## config.mk

```make
export PLATFORM = sky130hd
export DESIGN_NAME = wb_exp_table
export DESIGN_NICKNAME = d
export VERILOG_FILES = /design/src/rtl/wb_exp_table.sv
export SDC_FILE = /design/constraint.sdc
export NUM_CORES = 1
export LEC_CHECK = 0
export ABC_CLOCK_PERIOD_IN_PS = 4000
export BUFFER_PORTS_ARGS = -buffer_cell sky130_fd_sc_hd__buf_2
export CORE_ASPECT_RATIO = 1.75
export CORE_UTILIZATION = 50
export DETAILED_ROUTE_END_ITERATION = 10
export PLACE_DENSITY = 0.77
export SYNTH_ARGS = -nofsm -noshare
export SYNTH_HDL_FRONTEND = slang
export SYNTH_SLANG_ARGS = --single-unit
```

## constraint.sdc

```tcl
create_clock -name clk -period 4 [get_ports clk]
set_input_delay 0.8 -clock clk [delete_from_list [all_inputs] [get_ports clk]]
set_output_delay 0.8 -clock clk [all_outputs]
set_load 0.005 [all_outputs]
```

## src/rtl/wb_exp_table.sv

```systemverilog
// Expected (register, value) table: synchronous write, combinational read, no reset.
module wb_exp_table #(
    parameter int REG_BITS = 5,
    parameter int WIDTH    = 32,
    parameter int DEPTH    = 16,
    parameter int AW       = 4
) (
    input  logic                clk,
    input  logic                we,
    input  logic [AW-1:0]       waddr,
    input  logic [REG_BITS-1:0] wreg,
    input  logic [WIDTH-1:0]    wdata,
    input  logic [AW-1:0]       raddr,
    output logic [REG_BITS-1:0] rreg,
    output logic [WIDTH-1:0]    rdata
);
    logic [REG_BITS+WIDTH-1:0] mem [DEPTH];

    always_ff @(posedge clk) begin
        if (we) mem[waddr] <= {wreg, wdata};
    end

    assign {rreg, rdata} = mem[raddr];
endmodule

```

==> summary.md <==
| Metric | Value |
|---|---|
| Area of the mapped netlist | 22,200 µm² |
| RSZ-0062 raised after global routing | false |
| Slew headroom | 46.9% |
| Placed Cells | around 1.6k |
| H-tree depth | 2 |
| Syn. warnings | 0 |
| Post-DRT Antenna Nets | 0 |
| Root Buffer | clkbuf_16 |
| Synth cell types | 17 |
| Status | finished clean |
| Post-synth top area cell | edfxtp_1 |
| Async S/R FF share, synth | 0% |
| Register area share after synthesis | between 80% and 90% |
| Largest cells by area after synthesis | edfxtp_1 (80%), mux4_2 (15%), a22oi_1 (2.5%) |
| Finished Core Util | roughly 58% |
| Post-synth EDFFs | 592 |
| Row count | 101 |
| Worst slew pin tran | 797 ps |
| Crit-path max cell delay | 560 ps |
| First-pass GRT wire length | ~70 mm |
| Fraction of final layout cells sized beyond drive strength 1 | 32.4% |
| Total die area | between 40,000 and 50,000 µm² |
| CP max-delay cell | mux4_2 |
| Non-filler cells, final | 1,647 |
| HPWL Detailed | 25.4 mm |
| Via density | slightly above 6 |
| Maximum Capacitance Violations | 0 |
| Cts hold-fix bufs | 0 |
| GRT Residual Overflow | 0 |
| Sequential Area | 17,800 µm² |
| VDD IR max | between 0.3 and 0.4 mV |
| Total detailed-routing wirelength | 47.8 mm |
| Fillers | slightly below 3k |
| Total global-route track usage | 21.6% |
| Final hold slack | 609 ps |
| Flops & latches, synth | 592 |
| Setup_tns | 0 ps |
| Max Freq | between 0.3 and 0.4 GHz |
| Die height | approximately 280 µm |
| Nets | ~1.1k |
| Critical-path cell list | buf_8 -> buf_12 -> mux4_2 -> a22oi_1 -> nand2_1 -> buf_2 |
| Cts bufs inserted | between 40 and 50 |
| Antenna violations before repair | 2 |
| Avg Inst Size Synth | 24.0 µm² |
| Clock Pin Slew Worst Setup and Hold Paths | 70 ps |
| Hold Path Class | in2reg |
| Power Dens Cells | 479 nW/µm² |
| Post-synth top area share | 80.1% |
| Static Leakage | 7.93 nW |
| CTS tree | built |
| Primary FF master, synth | edfxtp_1 |
| Port Buf Inserts | 83 |
| Max clock buf depth | 3 |
| Syn_nets | roughly 970 |
| Number of flip-flops in the largest register | 592 |
| Vias in the first global route | 10.9k |
| CP required | 3200 ps |
| Fin. max-slew vios | 0 |
| Die W | 161 µm |
| Postcts setup bufs | 0 |
| Post-route DRC | 0 |
| Critical path type | in2out |
| Vias | approximately 10k |
| Final Hold Vio Count | 0 |
| Most frequent cell after synthesis | edfxtp_1 |
| Top post-synthesis cells by count | edfxtp_1 (592), mux4_2 (148), a22oi_1 (74) |
| I/O pin cnt | 84 |
| Register with the highest flop count | mem |
| Sink Count | between 500 and 600 |
| Fin crit share | a little over four fifths |
| Crit. End Element | primary output |
| Post-cts resize count | 0 |
| Final setup violation count | 0 |
| Fin crit period | 3330 ps |
| CORE AREA | 43,600 µm² |
| Avg WL per Cell | 29.0 µm |
| Startpoint types | primary input |
| Regs by FF count | mem x592 |
| Starting Density | 50.9% |
| Gate Count Post-Synth | 926 |
| 1st-iter DRT viols | 871 |
| DR pass1 iterations | 5 |
| Area delta synth->final | 13.2% |
| Gpl congestion | 0.724 |
| Largest net degree at the start of global routing | 39 |
| Peak fanout along the critical path | 33 |
| Area of the multi-input gates | 4310 µm² |
| Worst Path Arrival | 2530 ps |
## where the power goes
group	switching, mW	internal (mW)	total (mW)
Combinational	0.385	0.277	0.662
Clock	2.03	2.37	4.40
Sequential	0.0303	6.95	6.98
Total	2.45	9.59	12.0
## placed cells by master, fill, tap and decap left out, types with 3 or more instances in the layout
master        n
clkinvlp_4    4
mux4_2      148
clkbuf_16    49
buf_12       15
nor2_4       13
buf_2        81
clkinv_2      5
clkinv_1      9
edfxtp_1    592
nor3_4        3
clkbuf_1     11
a22oi_1      74
nand2_1      38
buf_4        22
## cell families after synthesis
group	share of synthesized area (%)
flip-flops	80.1
multiplexers	15.0
AO/OA/AOI/OAI	2.50
AND/OR/NAND/NOR	1.22
buffers and inverters	1.19
## worst max-delay path, delay by kind of cell
| kind | cells | cell delay, ps |
|---|---|---|
| simple gates | 1 | 160 |
| mux | 1 | 560 |
| buf+inv | 3 | 770 |
| compound gates | 1 | 220 |
## metal layers
| layer | share of wire, % | vias to the layer above | GRT usage [%] | routed length, µm |
|---|---|---|---|---|
| met5 | 0.033 | - | 0 | 16 |
| met4 | 3.0 | 2 | 8.08 | 1460 |
| met1 | 36 | 5427 | 26.1 | 17100 |
| met2 | 54 | 478 | 39.0 | 25900 |
| li1 | - | 4222 | - | - |
| met3 | 6.9 | 108 | 3.28 | 3310 |
## path summary, 6_finish.rpt
kind	slack (ps)	from	cells after the start	endpoint
setup / recovery	670	raddr[0]	6	rdata[30]
hold / removal	610	wdata[14]	1	mem[7][14]
## layout make-up
type | instances | area share (%)
repair buffers | 120 | 3.57
flip-flops and latches | 592 | 70.8
clock inverters | 21 | 0.627
multi-input cells | 286 | 17.2
diodes | 2 | 0.0199
well taps | 566 | 2.82
clock buffers | 60 | 5.04
## stage by stage
stage	instance area, µm²	setup slack [ps]	total power [mW]
after floorplan	22200	46.7	7.47
after global placement	23700	661	7.75
after detailed placement	23700	641	7.78
after CTS	25100	599	12.1
after global routing	25100	527	12.4
final	25100	669	12.0
Note: power is estimated with default switching activity, not from simulation.
